`config.mk`:
```
export PLATFORM = sky130hd
export DESIGN_NAME = work_dispatcher
export DESIGN_NICKNAME = d
export VERILOG_FILES = /design/src/rtl/work_dispatcher.sv
export SDC_FILE = /design/constraint.sdc
export NUM_CORES = 2
export LEC_CHECK = 0
export ABC_AREA = 1
export BUFFER_PORTS_ARGS = -buffer_cell sky130_fd_sc_hd__buf_4
export CAP_MARGIN = 20
export CORE_MARGIN = 4
export CORE_UTILIZATION = 55
export DETAILED_ROUTE_END_ITERATION = 10
export PLACE_DENSITY = 0.73
export SYNTH_ARGS = -nofsm -noshare
export SYNTH_HDL_FRONTEND = slang
export SYNTH_SLANG_ARGS = --single-unit
export TNS_END_PERCENT = 50
```
`constraint.sdc`:
```
create_clock -name clk -period 27.5 [get_ports clk]
set_input_delay 1.375 -clock clk [delete_from_list [all_inputs] [get_ports clk]]
set_output_delay 1.375 -clock clk [all_outputs]
set_load 0.01 [all_outputs]
```
`src/rtl/work_dispatcher.sv`:
```
// work_dispatcher: buffers one 24-word work unit, shifts it into the mining core and collects the golden nonce.
// Optional WAIT_SOL watchdog: define DISPATCH_TIMEOUT_EN (adds the TIMEOUT_CYCLES parameter).
module work_dispatcher #(
  parameter int unsigned SHIFT_GAP = 32'd0
`ifdef DISPATCH_TIMEOUT_EN
  , parameter logic [31:0] TIMEOUT_CYCLES = 32'd16777216
`endif
) (
  input  logic        clk,
  input  logic        rst,
  input  logic        host_wr_en,
  input  logic [4:0]  host_wr_addr,
  input  logic [31:0] host_wr_data,
  input  logic        host_go,
  input  logic        abort,
  input  logic        result_ack,
  output logic        busy,
  output logic        result_valid,
  output logic [31:0] result_nonce,
  output logic        timed_out,
  output logic        start_found,
  output logic        shift_in_enable,
  output logic [31:0] shift_data,
  input  logic        sol_claim,
  input  logic [31:0] sol_nonce,
  output logic        sol_response
);

  typedef enum logic [2:0] {
    IDLE     = 3'd0,
    START    = 3'd1,
    SEND     = 3'd2,
    WAIT_SOL = 3'd3,
    ACK      = 3'd4,
    RELEASE  = 3'd5
  } state_t;

  localparam logic [4:0]  LAST_IDX = 5'd23;
  localparam logic [4:0]  NUM_WORDS = 5'd24;
  localparam logic [15:0] GAP_LAST = SHIFT_GAP[15:0];

  state_t      state_r, state_s;
  logic [4:0]  idx_r, idx_s;
  logic [15:0] gap_r, gap_s;
  logic [31:0] buf_r [24];

  logic        busy_r;
  logic        result_valid_r;
  logic [31:0] result_nonce_r;
  logic        start_found_r;
  logic        shift_in_enable_r;
  logic [31:0] shift_data_r;
  logic        sol_response_r;

  logic        capture_s;
  logic        expire_s;
  logic        clear_pulse_s;
  logic        pulse_s;
  logic [31:0] word_s;

`ifdef DISPATCH_TIMEOUT_EN
  logic [31:0] wd_r;
  logic        timed_out_r;
`endif

  // Next-state, word index and gap counter; abort overrides everything outside IDLE.
  always_comb begin
    state_s       = state_r;
    idx_s         = idx_r;
    gap_s         = gap_r;
    capture_s     = 1'b0;
    expire_s      = 1'b0;
    clear_pulse_s = 1'b0;
    case (state_r)
      IDLE: begin
        if (host_go && !result_valid_r) begin
          state_s = START;
        end else begin
          state_s = IDLE;
        end
      end
      START: begin
        state_s = SEND;
        idx_s   = 5'd0;
        gap_s   = 16'd0;
      end
      SEND: begin
        if (gap_r == GAP_LAST) begin
          gap_s = 16'd0;
          if (idx_r == LAST_IDX) begin
            state_s = WAIT_SOL;
          end else begin
            idx_s = idx_r + 5'd1;
          end
        end else begin
          gap_s = gap_r + 16'd1;
        end
      end
      WAIT_SOL: begin
        if (sol_claim) begin
          capture_s = 1'b1;
          state_s   = ACK;
`ifdef DISPATCH_TIMEOUT_EN
        end else if (wd_r == (TIMEOUT_CYCLES - 32'd1)) begin
          expire_s = 1'b1;
          state_s  = IDLE;
`endif
        end else begin
          state_s = WAIT_SOL;
        end
      end
      ACK: begin
        state_s = RELEASE;
      end
      RELEASE: begin
        // a level-held claim must drop before another job can capture again
        if (!sol_claim) begin
          state_s = IDLE;
        end else begin
          state_s = RELEASE;
        end
      end
      default: begin
        state_s = IDLE;
      end
    endcase

    if (abort && (state_r != IDLE)) begin
      state_s       = IDLE;
      capture_s     = 1'b0;
      expire_s      = 1'b0;
      clear_pulse_s = 1'b1;
    end else begin
      clear_pulse_s = expire_s;
    end
  end

  // Word to present on the next pulse cycle.
  always_comb begin
    pulse_s = (state_s == SEND) && (gap_s == 16'd0);
    if (pulse_s && (idx_s < NUM_WORDS)) begin
      word_s = buf_r[idx_s];
    end else begin
      word_s = 32'd0;
    end
  end

  // State, buffer and registered outputs (outputs track the state being entered).
  always_ff @(posedge clk or posedge rst) begin
    if (rst) begin
      state_r           <= IDLE;
      idx_r             <= 5'd0;
      gap_r             <= 16'd0;
      busy_r            <= 1'b0;
      result_valid_r    <= 1'b0;
      result_nonce_r    <= 32'd0;
      start_found_r     <= 1'b0;
      shift_in_enable_r <= 1'b0;
      shift_data_r      <= 32'd0;
      sol_response_r    <= 1'b0;
      for (int i = 0; i < 24; i++) begin
        buf_r[i] <= 32'd0;
      end
    end else begin
      state_r <= state_s;
      idx_r   <= idx_s;
      gap_r   <= gap_s;
      if (host_wr_en && (state_r == IDLE) && (host_wr_addr < NUM_WORDS)) begin
        buf_r[host_wr_addr] <= host_wr_data;
      end
      busy_r            <= (state_s != IDLE);
      start_found_r     <= (state_s == START) || clear_pulse_s;
      shift_in_enable_r <= pulse_s;
      shift_data_r      <= word_s;
      sol_response_r    <= (state_s == ACK);
      if (capture_s) begin
        result_nonce_r <= sol_nonce;
      end
      if (capture_s) begin
        result_valid_r <= 1'b1;
      end else if (result_ack) begin
        result_valid_r <= 1'b0;
      end
    end
  end

`ifdef DISPATCH_TIMEOUT_EN
  // Watchdog counts cycles in WAIT_SOL; timed_out stays set until the next accepted job.
  always_ff @(posedge clk or posedge rst) begin
    if (rst) begin
      wd_r        <= 32'd0;
      timed_out_r <= 1'b0;
    end else begin
      if (state_r == WAIT_SOL) begin
        wd_r <= wd_r + 32'd1;
      end else begin
        wd_r <= 32'd0;
      end
      if (expire_s) begin
        timed_out_r <= 1'b1;
      end else if ((state_r == IDLE) && (state_s == START)) begin
        timed_out_r <= 1'b0;
      end
    end
  end

  assign timed_out = timed_out_r;
`else
  assign timed_out = 1'b0;
`endif

  assign busy            = busy_r;
  assign result_valid    = result_valid_r;
  assign result_nonce    = result_nonce_r;
  assign start_found     = start_found_r;
  assign shift_in_enable = shift_in_enable_r;
  assign shift_data      = shift_data_r;
  assign sol_response    = sol_response_r;

endmodule

```
==> results.tsv <==
stage	metric	value	unit
final_layout	post-layout util	61.5	%
timing	setup violators final	0	
worst_setup_path	Worst path most repeated cell	nand2_1	
placement	Port Buf Inserts	144	
yosys	post-synth top area share	53.6	%
timing	post-layout min period	5.15	ns
clocking	clk sink count	861	
clocking	hold buffers post-CTS	0	
yosys	Synth Instances	5047	
worst_setup_path	crit path DAT	5.71	ns
clocking	Setup Buffers After CTS	0	
timing	max-slew violations	0	
yosys	syn_nets	5126	
power	switching part of the total power	43.0	%
clocking	CTS clk-pin slew, worst paths	0.06	ns
worst_setup_path	Req. time, crit path	28.06	ns
die	# rows	98	
routing	routed via count	35700	
die	CORE AREA	72000	um2
routing	First DRT Iteration DRCs	4929	
timing	Fin. Hold Viols	0	
yosys	top cells by count, synth	nand2_1, dfrtp_1, o21ai_0, nand3_1, inv_1	
yosys	dominant cells by area after synthesis	dfrtp_1, nand2_1, o21ai_0	
clocking	CTS Root Cell	clkbuf_16	
die	# IOs	146	
power	Clock power frac	23.2	%
grt	grt total ovfl	0	
die	Die Y	278	um
worst_setup_path	CP peak stage delay	0.87	ns
final_layout	area grow syn2layout	10.1	%
placement	post-DP HPWL	62100	um
timing	skew final	0.0258	ns
placement	pre-CTS worst setup slack	22.43	ns
power	pwr/cell area	121	nW/um2
yosys	most common cell in the netlist	nand2_1	
clocking	CTS resizes	0	
grt	Total GRT Usage	32.3	%
yosys	Netlist Area Pre-Place	40200	um2
timing	Max Clk Rate	0.194	GHz
clocking	clk_lat worst skew	0.65	ns
die	initial core utilization	55.9	%
grt	first-pass GRT wire length	198000	um
routing	Detailed Route WL	127000	um
outcome	status	finished clean	
power	cell internal pwr	3040	uW
worst_setup_path	FF-to-FF path depth	16	
clocking	Max clock buf depth	3	
placement	placed insts	5764	
worst_setup_path	CP max stage cell	buf_4	
power	total leakage power	0.0211	uW
routing	drt drc	0	
die	die footprint	77500	um2
worst_setup_path	CP Max Fanout	86	
placement	gpl congestion	0.829	
timing	Rel. slew slack	15.6	%
timing	RSZ-0062 raised after global routing	false	
yosys	mean area per synthesized cell	7.97	um2
yosys	Post-synth EDFFs	0	
routing	Pre-antenna DRT Iters	7	
yosys	area leader, netlist	dfrtp_1	
final_layout	share of cells above drive strength 1	7.90	%
clocking	# H-tree levels	3	
routing	DR WL/cell	21.4	um
yosys	FFs w/ async S/R, synth	100	%
grt	largest net degree at the start of global routing	235	
yosys	ys flop type	dfrtp_1	
job	max-cap violations	0	
yosys	post-synthesis sequential area ratio	53.6	%
die	Die X-Extent	278	um
power	sequential power share	33.7	%
grt	antenna violations before repair	1	
final_layout	nets	4987	
routing	DRT antenna net count	0	
grt	vias in the first global route	33600	
timing	crit share post-route	18.7	%
power	Switch Pwr	2290	uW
power	VDD IR-drop max	0.000170	V
yosys	Synth cell types	38	
final_layout	fin cells	5927	
worst_setup_path	CP Capture Type	flop	
worst_hold_path	Hold Path Cell Cnt	2	
routing	vias per cell	6.02	
timing	setup TNS	0	ns
worst_setup_path	path type of the worst setup path	reg -> reg	
power	Logic pwr share	43.0	%
yosys	Synth Register Bits	861	
worst_setup_path	crit start category	flop	
timing	Worst Tran Pin Value	1.27	ns
worst_setup_path	Cell Chain, Critical Path	inv_2, nand3_4, nand2_2, nand4_2, nand2_8, nand3_4, inv_6, buf_4, nand2_1, nand2_1, nand2_1, nand3_1, nand3_1, nand2_1, inv_1, nor2_1	
timing	Final WS setup	22.35	ns
yosys	Synth warnings	0	
final_layout	# fillers	6294	
worst_hold_path	Worst Hold Class	reg -> reg	
clocking	CTS buffer count	91	
clocking	CTS tree	built	
## final timing paths
kind | startpoint | endpoint | slack (ns)
setup / recovery | state_r[2] | shift_data[26] | 22.35
hold / removal | result_nonce[21] | result_nonce[21] | 0.47
setup reg to reg | state_r[2] | shift_data[26] | 22.35
hold reg to reg | result_nonce[21] | result_nonce[21] | 0.47
max in group asynchronous | rst | buf_r[45] | 24.08
min in group asynchronous | rst | gap_r[8] | 0.96
## layout by cell type, fill, tap and decap left out, types with 4 or more instances in the layout
| master | synthesis | final |
|---|---|---|
| clkinv_2 | 0 | 18 |
| nor2_2 | 4 | 4 |
| o21ai_0 | 777 | 777 |
| nand3_1 | 710 | 709 |
| inv_1 | 343 | 341 |
| nor3_1 | 10 | 10 |
| buf_12 | 0 | 5 |
| clkbuf_16 | 0 | 93 |
| nand2_2 | 2 | 18 |
| clkbuf_8 | 0 | 20 |
| nand2_1 | 1551 | 1531 |
| clkinvlp_4 | 0 | 4 |
| o21ai_1 | 6 | 6 |
| bufinv_16 | 0 | 6 |
| clkbuf_1 | 286 | 17 |
| buf_4 | 24 | 192 |
| dfrtp_1 | 861 | 861 |
| inv_6 | 0 | 4 |
| inv_2 | 5 | 4 |
| nor2_1 | 70 | 68 |
| nand3_4 | 1 | 5 |
| nand4_1 | 240 | 240 |
## state kept, by name, summed over array words and instances, names as in the netlist
register	cells
shift_in_enable	1
result_valid	1
sol_response	1
result_nonce	32
idx_r	5
gap_r	16
buf_r	768
state_r	3
start_found	1
shift_data	32
busy	1
## power groups by stage
stage	clock [uW]	combinational [uW]	sequential, uW
floorplan	0	1660	1780
global placement	0	2210	1810
detailed placement	0	2240	1810
CTS	1250	2260	1800
global route	1310	2520	1840
finish	1240	2300	1800
## per-layer routing
layer	GRT usage (%)	share of wire (%)	vias to the layer above
met3	6.64	11	372
met1	46.7	41	17100
li1	-	-	16300
met4	12.7	4.5	0
met2	48.4	43	1954
met5	0	0	-
## final cells by class
type                    count  area, um2  share of cell area (%)
clock inverters            31        327                   0.738
flip-flops and latches    861      21500                    48.7
clock buffers             130       2670                    6.02
multi-input cells        3405      15600                    35.3
diodes                      1       2.50                 0.00565
inverters                 351       1330                    3.01
repair buffers            198       1570                    3.55
well taps                 950       1190                    2.69
## per-stage QoR
stage               hold slack, ns  instance area (um2)  power [uW]
detailed placement           0.459                41200        4060
global placement             0.455                41200        4020
global route                 0.491                44300        5660
floorplan                    0.453                40200        3440
finish                       0.469                44300        5340
CTS                          0.474                44200        5300
## worst max-delay path: cells and delay by family, from the launching register on
kind / cells / cell delay, ns
flip-flops: 1 / 0.40
buffers and inverters: 4 / 1.87
AND/OR/NAND/NOR: 12 / 2.73
## kinds of logic after synthesis
group | after synthesis | share of synthesized area (%)
other cells | 1 | 0.00933
fa+ha+maj | 3 | 0.0934
buf+inv | 781 | 7.94
simple gates | 2602 | 28.3
compound gates | 795 | 9.96
xor+xnor | 4 | 0.0871
flops | 861 | 53.6
Note: power is estimated with default switching activity, not from simulation.
